[config.mk]
export PLATFORM = sky130hd
export DESIGN_NAME = dice_roller
export DESIGN_NICKNAME = d
export VERILOG_FILES = /design/src/rtl/dice_roller.sv
export SDC_FILE = /design/constraint.sdc
export NUM_CORES = 1
export LEC_CHECK = 0
export ABC_AREA = 0
export CAP_MARGIN = 20
export CORE_ASPECT_RATIO = 0.5
export CORE_UTILIZATION = 60
export DETAILED_ROUTE_END_ITERATION = 7
export PLACE_DENSITY_LB_ADDON = 0.3
export SLEW_MARGIN = 10
export SYNTH_ARGS = -nofsm -noshare
export SYNTH_HDL_FRONTEND = slang
export SYNTH_SLANG_ARGS = --single-unit
[constraint.sdc]
create_clock -name clk -period 2.59 [get_ports clk]
set_clock_uncertainty 0.1 [all_clocks]
set_input_delay 0.518 -clock clk [delete_from_list [all_inputs] [get_ports clk]]
set_output_delay 0.518 -clock clk [all_outputs]
set_load 0.02 [all_outputs]
[src/rtl/dice_roller.sv]
// dice_roller: two-channel dice front end. Each channel synchronises and
// debounces its roll key, animates a face while rolling, latches a final
// face on release and hands it to the score block via the start level.
module dice_roller #(
  parameter int unsigned DEBOUNCE_CYCLES = 1000000,
  parameter int unsigned ROLL_CYCLES     = 25000000,
  parameter int unsigned SPIN_DIV        = 2500000,
  parameter int unsigned CNT_W           = 28
) (
  input  logic       clk,
  input  logic       rst,
  input  logic       key1,
  input  logic       key2,
  input  logic       hold,
  input  logic       finish,
  output logic [3:0] dice1,
  output logic [3:0] dice2,
  output logic       start1,
  output logic       start2,
  output logic       locked
);

  typedef enum logic [1:0] {IDLE, ROLL, SETTLE, DONE} state_e;

  localparam logic [CNT_W-1:0] DEB_LAST  = CNT_W'(DEBOUNCE_CYCLES - 1);
  localparam logic [CNT_W-1:0] ROLL_MAX  = CNT_W'(ROLL_CYCLES);
  localparam logic [CNT_W-1:0] SPIN_LAST = CNT_W'(SPIN_DIV - 1);

  logic [3:0]      face1_q, face1_d;
  logic [3:0]      face2_q, face2_d;
  logic            locked_q, locked_d;
  logic [1:0]      key_in;
  logic [1:0][3:0] face_ch;
  logic [1:0][3:0] dice_ch;
  logic [1:0]      start_ch;
  logic [1:0]      done_ch;

  assign key_in  = {key2, key1};
  assign face_ch = {face2_q, face1_q};

  // Free-running faces: face1 counts up 1..6, face2 counts down 6..1.
  always_comb begin
    face1_d = (face1_q == 4'd6) ? 4'd1 : face1_q + 4'd1;
    face2_d = (face2_q == 4'd1) ? 4'd6 : face2_q - 4'd1;
  end

  // Face registers.
  always_ff @(posedge clk) begin
    if (!rst) begin
      face1_q <= 4'd1;
      face2_q <= 4'd6;
    end else begin
      face1_q <= face1_d;
      face2_q <= face2_d;
    end
  end

  for (genvar g = 0; g < 2; g++) begin : g_ch
    logic             sync1_q, sync2_q;
    logic             deb_q, deb_d, deb_prev_q;
    logic [CNT_W-1:0] deb_cnt_q, deb_cnt_d;
    logic [CNT_W-1:0] roll_cnt_q, roll_cnt_d;
    logic [CNT_W-1:0] spin_cnt_q, spin_cnt_d;
    logic [3:0]       dice_q, dice_d;
    logic             start_q, start_d;
    logic             press;
    state_e           state_q, state_d;

    // Two-flop synchroniser and previous debounced level for edge detection.
    always_ff @(posedge clk) begin
      if (!rst) begin
        sync1_q    <= 1'b0;
        sync2_q    <= 1'b0;
        deb_prev_q <= 1'b0;
      end else begin
        sync1_q    <= key_in[g];
        sync2_q    <= sync1_q;
        deb_prev_q <= deb_q;
      end
    end

    // Debounce: count while the synchronised key disagrees, flip on the last count.
    always_comb begin
      deb_d     = deb_q;
      deb_cnt_d = '0;
      if (sync2_q != deb_q) begin
        if (deb_cnt_q == DEB_LAST) deb_d = ~deb_q;
        else                       deb_cnt_d = deb_cnt_q + 1'b1;
      end
    end

    // Press is an edge, so a key still held on return to IDLE never rolls.
    assign press = deb_q & ~deb_prev_q;

    // Channel FSM next state, roll/spin counters and face latching.
    always_comb begin
      state_d    = state_q;
      dice_d     = dice_q;
      roll_cnt_d = roll_cnt_q;
      spin_cnt_d = spin_cnt_q;
      case (state_q)
        IDLE: begin
          if (press && !hold) begin
            state_d    = ROLL;
            roll_cnt_d = '0;
            spin_cnt_d = '0;
          end
        end
        ROLL: begin
          if (roll_cnt_q < ROLL_MAX) roll_cnt_d = roll_cnt_q + 1'b1;
          if (!deb_q && (roll_cnt_q >= ROLL_MAX)) begin
            dice_d  = face_ch[g];
            state_d = SETTLE;
          end else if (spin_cnt_q == SPIN_LAST) begin
            dice_d     = face_ch[g];
            spin_cnt_d = '0;
          end else begin
            spin_cnt_d = spin_cnt_q + 1'b1;
          end
        end
        SETTLE:  state_d = DONE;
        DONE:    if (finish) state_d = IDLE;
        default: state_d = IDLE;
      endcase
      // start is registered from the next state so it cannot glitch low.
      start_d = (state_d == ROLL) || (state_d == SETTLE);
    end

    // Channel state registers.
    always_ff @(posedge clk) begin
      if (!rst) begin
        state_q    <= IDLE;
        deb_q      <= 1'b0;
        deb_cnt_q  <= '0;
        roll_cnt_q <= '0;
        spin_cnt_q <= '0;
        dice_q     <= '0;
        start_q    <= 1'b0;
      end else begin
        state_q    <= state_d;
        deb_q      <= deb_d;
        deb_cnt_q  <= deb_cnt_d;
        roll_cnt_q <= roll_cnt_d;
        spin_cnt_q <= spin_cnt_d;
        dice_q     <= dice_d;
        start_q    <= start_d;
      end
    end

    assign dice_ch[g]  = dice_q;
    assign start_ch[g] = start_q;
    assign done_ch[g]  = (state_q == DONE);
  end

  // Round lock once both channels have settled.
  always_comb locked_d = done_ch[0] & done_ch[1];

  // Lock register.
  always_ff @(posedge clk) begin
    if (!rst) locked_q <= 1'b0;
    else      locked_q <= locked_d;
  end

  assign dice1  = dice_ch[0];
  assign dice2  = dice_ch[1];
  assign start1 = start_ch[0];
  assign start2 = start_ch[1];
  assign locked = locked_q;

endmodule

* Word-level counts from Yosys, hierarchy flattened
Cells that the tools add are included.
** Word-level totals
- Bits in registers :: 199
** Cells by class
- $add $sub $neg :: 8
- Order comparisons :: 4
- Equality and inequality tests :: 24
- Multiplexer cells :: 24
- Bitwise gates (word level) :: 10
- Reduce and logical (&&, ||, !) cells :: 27
** Operator list (number)
- $mux 28 :: 8
- $pmux 28 s2 :: 4
- $add 28x1->28 const B :: 6
- $eq 28x20->1 const B :: 2
- $eq 28x22->1 const B :: 2
- $ge 28x25->1 const B :: 2
- $lt 28x25->1 const B :: 2
- $mux 4 :: 4
- $pmux 2 s4 :: 2
- $eq 2x2->1 const B :: 6
- $mux 2 :: 6
- $ne 2x2->1 const B :: 6
- $reduce_and 3->1 :: 4
- $eq 2x1->1 const B :: 4
- $reduce_and 2->1 :: 4
- $reduce_bool 2->1 :: 4
- $not 1->1 :: 7
- $reduce_or 3->1 :: 2
- $add 4x1->4 const B :: 1
- $eq 4x1->1 const B :: 1
- $eq 4x3->1 const B :: 1
- $logic_and 1x1->1 :: 4
- $logic_not 2->1 :: 2
- $reduce_or 2->1 :: 2
- 5 further kinds :: 11

* Longest topological paths before layout
Gate-level depths: netlist (run 1).
- Word-level depth :: 7
- Mapped depth :: 10

* Worst setup path before layout (run 1)
No wires, ideal clock.
- Path kind :: in2reg
- Start :: in hold
- End :: reg g_ch[1].roll_cnt_q[19]
- Arrival time :: 2.056 ns
- Setup slack :: 0.306 ns
- Cell stages on the path :: 7
- Cells stage by stage :: or3b_2 or3_4 o21a_1 a21oi_4 and3_1 xnor2_1 nor2_1
** Between the ends
- Cells in the longest elaborated chain, start to end :: 4
** RTL lines
- start, declared :: line 14 : input logic hold,
- $logic_not 1->1 :: line 103 : if (press && !hold) begin
- $logic_and 1x1->1 :: line 103
- $ne 2x2->1 (no source line)
- $reduce_and 3->1 (no source line)
- end signal, assigned :: line 143 : roll_cnt_q <= roll_cnt_d;
- end, declared :: line 62 : logic [CNT_W-1:0] roll_cnt_q, roll_cnt_d;
Every way passes these cells.
A chain may end at the register's enable or synchronous reset.

* Worst setup path in the final report (run 1)
- Start :: reg g_ch[1].roll_cnt_q[6]
- End :: reg g_ch[1].spin_cnt_q[18]
** Between the ends
- Cells in the longest elaborated chain, start to end :: 4
** RTL lines
- $ge 28x25->1 :: line 111 : if (!deb_q && (roll_cnt_q >= ROLL_MAX)) begin
- $logic_and 1x1->1 :: line 111
- $ne 2x2->1 (no source line)
- $reduce_and 3->1 (no source line)
- end signal, assigned :: line 144 : spin_cnt_q <= spin_cnt_d;
- end, declared :: line 63 : logic [CNT_W-1:0] spin_cnt_q, spin_cnt_d;
Every way passes these cells.

==> flow_metrics.py, run 1 <==
metrics = {
    "status": {
        "status": "finished clean",
    },
    "grt": {
        "grt_max_degree": 73,
        "met1_usage": 0.319,
        "grt_use_met3": 0.0459,
        "use_met2": 0.452,
        "gr-total-overflow": 0,
        "grt_pass1_wl_um": 32600,
        "grt_pass1_vias": 7212,
        "top_usage_layer": "met2",
        "antenna_found_initial": 0,
        "track_usage": 0.253,
    },
    "floorplanning": {
        "io_pins": 17,
        "start_util": 0.623,
        "core_area_um2": 14600,
        "rows": 31,
        "die_area_um2": 15700,
        "die_width_um": 176,
        "die_h_um": 89.1,
    },
    "cells_and_area": {
        "finalInstanceArea_um2": 10300,
        "n_antenna_cell": 0,
        "area_delta_synth_final_pct": 13.3,
        "fin_util": 0.705,
        "final_common_cell": "dfxtp_1",
        "drive_gt1_frac": 0.0854,
        "final_net_count": 1154,
        "mostFrequentLayoutCells": "199 x dfxtp_1, 167 x nor2_1, 89 x nand2_1",
    },
    "timing": {
        "worst_slew_pin_slew_ns": 0.557,
        "final_max_slew_viol_count": 0,
        "post-route-min-period_ns": 2.48,
        "hold_viol": 0,
        "fmaxAchievable_ghz": 0.403,
        "finalCritPeriodShare": 0.958,
        "max_slew_margin": 0.625,
        "finalSetupViolations": 0,
        "setup_ws_ns": 0.109,
        "rsz0062_at_grt": "no",
    },
    "worst_setup_path": {
        "critPathMaxFanout": 4,
        "crit_path_start_kind": "flop",
        "crit_path_end_kind": "flop",
        "crit_type": "flop to flop",
        "worst_ep_required_time_ns": 2.85,
        "worstPathArrival_ns": 2.74,
    },
    "logic_synthesis": {
        "ys_ff_latch": 199,
        "synth_ff_type": "dfxtp_1",
        "syn_area_um2": 9100,
        "synth_top_area_frac": 0.438,
        "async_flop_share": 0,
        "synth_top_area_cell": "dfxtp_1",
        "seq_area_frac_synth": 0.438,
        "synth_nets": 1103,
        "yosysUniqueCellTypes": 67,
        "synth.avg_cell_area_um2": 8.39,
        "synthTopCellsByArea": "dfxtp_1 44%, nor2_1 6.9%, xor2_1 6.5%, nand3_1 4.5%, xnor2_1 4.4%",
        "syn_inst": 1085,
        "synth_edf_count": 0,
        "yosys_warnings": 0,
    },
    "routing": {
        "drc": 0,
        "wirelength_um": 18600,
        "drtPass1Iterations": 5,
        "wl_per_cell_um": 13.9,
        "ant_nets": 0,
        "drt_iter0_drc": 478,
        "post_drt_via_cell_ratio": 5.69,
        "num_vias": 7658,
    },
    "clock_network": {
        "cts_made_buffers": 17,
        "h-tree-depth": 4,
        "cts_hold_buf": 0,
        "cts_tree": "built",
        "clk_latency_ns": 0.44,
        "cts_num_sinks": 199,
        "clk_pin_slew_ns": 0.07,
        "cts.path.max_buffers": 2,
        "cts_root_buf": "clkbuf_16",
    },
    "placed_design": {
        "hpwlAfterDp_um": 12800,
        "io_buffers": 16,
        "dp_slack_ns": -0.248,
        "routabilityCongestion": 0.830,
        "placed_area_um2": 9770,
    },
    "power_and_ir_drop": {
        "ir_drop_mv": 0.556,
        "p_per_area_nw_per_um2": 551,
        "leakage_nw": 3.51,
    },
    "run": {
        "cap_violations": 0,
    },
    "hold_path": {
        "hold_class": "flop to flop",
    },
}
[critical path: stages (launching register included)]
cell and delay, ns:
dfxtp_1 0.33, or3_1 0.37, o311a_1 0.37, o21ai_2 0.20
a21o_2 0.24, o21ai_4 0.09, or4_1 0.51, a21oi_1 0.18
[repair_timing]
action | CTS | global route
setup buffers | 0 | 0
endpoints found under the setup margin | 0 | 2
resized for setup | 0 | 1
[stage by stage]
stage                     total power [mW]  setup TNS (ns)  instances  hold slack [ns]
after floorplan                       3.23               0       1085            0.310
after global placement                3.27           -5.92       1315            0.317
after detailed placement              3.27           -7.73       1315            0.347
after CTS                             5.73               0       1345            0.367
after global routing                  5.86               0       1345            0.368
final                                 5.68               0       1345            0.363
[cell usage after synthesis (2+ instances only)]
cell type and count:
or4_1 3, nand4b_1 4, a21oi_1 39, nor4_2 2
nor2b_1 17, o211ai_1 4, a31oi_1 6, a311oi_1 2
nand3_1 82, a2111oi_0 2, a211o_1 2, nor4_1 13
nor3b_1 3, o21ai_1 4, xnor2_1 46, o21ai_0 45
nor4b_1 6, and4_1 8, or3_1 30, nand4_1 40
dfxtp_1 199, inv_1 27, o21ai_2 3, and2_1 14
o21a_1 4, nand3b_1 4, a21boi_0 5, xor2_1 68
nor2_1 167, a21o_1 2, nor3_1 32, buf_1 2
clkbuf_1 20, ha_1 12, mux2i_1 2, o31ai_1 7
nand2b_1 6, buf_2 6, or2_2 2, and3_1 30
nand2_1 89
[layer usage]
metal | wire [um] | up-vias
met5 | 0 | -
met3 | 552 | 27
li1 | - | 3899
met1 | 8900 | 3611
met4 | 243 | 0
met2 | 8940 | 121
[sequential cells by signal, summed over array words and instances (netlist names)]
signal	flops
start1	1
locked	1
g_ch.roll_cnt_q	56
g_ch.spin_cnt_q	56
face1_q	4
g_ch.deb_q	2
g_ch.state_q	4
g_ch.deb_cnt_q	56
g_ch.sync2_q	2
g_ch.sync1_q	2
dice1	4
dice2	4
face2_q	4
start2	1
g_ch.deb_prev_q	2
[worst paths after layout]
| check | from | to | slack [ns] | cells past startpoint |
|---|---|---|---|---|
| max reg2reg | g_ch[1].roll_cnt_q[6]$_SDFFE_PN0P_ | g_ch[1].spin_cnt_q[18]$_SDFFE_PN0P_ | 0.11 | 7 |
| min | face1_q[0]$_SDFF_PP1_ | face1_q[0]$_SDFF_PP1_ | 0.36 | 1 |
| max | g_ch[1].roll_cnt_q[6]$_SDFFE_PN0P_ | g_ch[1].spin_cnt_q[18]$_SDFFE_PN0P_ | 0.11 | 7 |
| min reg2reg | face1_q[0]$_SDFF_PP1_ | face1_q[0]$_SDFF_PP1_ | 0.36 | 1 |
[cell type report]
cell class              count  area [um^2]
clock buffers              17          425
clock inverters            13          116
fillers                  1126         4310
inverters                  27          101
multi-input cells         829         4890
flip-flops and latches    199         3980
well taps                 198          248
repair buffers             62          551
[power breakdown]
| group | internal (mW) | total, mW | switching [mW] |
|---|---|---|---|
| logic | 0.0452 | 0.112 | 0.0665 |
| registers | 3.07 | 3.09 | 0.0149 |
| clock network | 1.25 | 2.48 | 1.23 |
| total | 4.37 | 5.68 | 1.31 |
[cell families (layout without fill, tap and decap cells)]
family	count (synthesis)	count (layout)	share of synthesized area
buffers and inverters	57	119	0.0256
muxes	2	2	0.00220
AOI/OAI and AO/OA	142	142	0.0994
and+or+nand+nor	559	559	0.309
DFF	199	199	0.438
adders and majority gates	12	12	0.0165
xor gates and xnor gates	114	114	0.110
Power figures use the tool's default switching activity.
==> inputs of run 2 (changes only) <==
Settings changed: CTS_CLUSTER_SIZE set to 40.
==> results of run 2 <==
No change in the layout: final DEF, timing and power equal those of run 1.
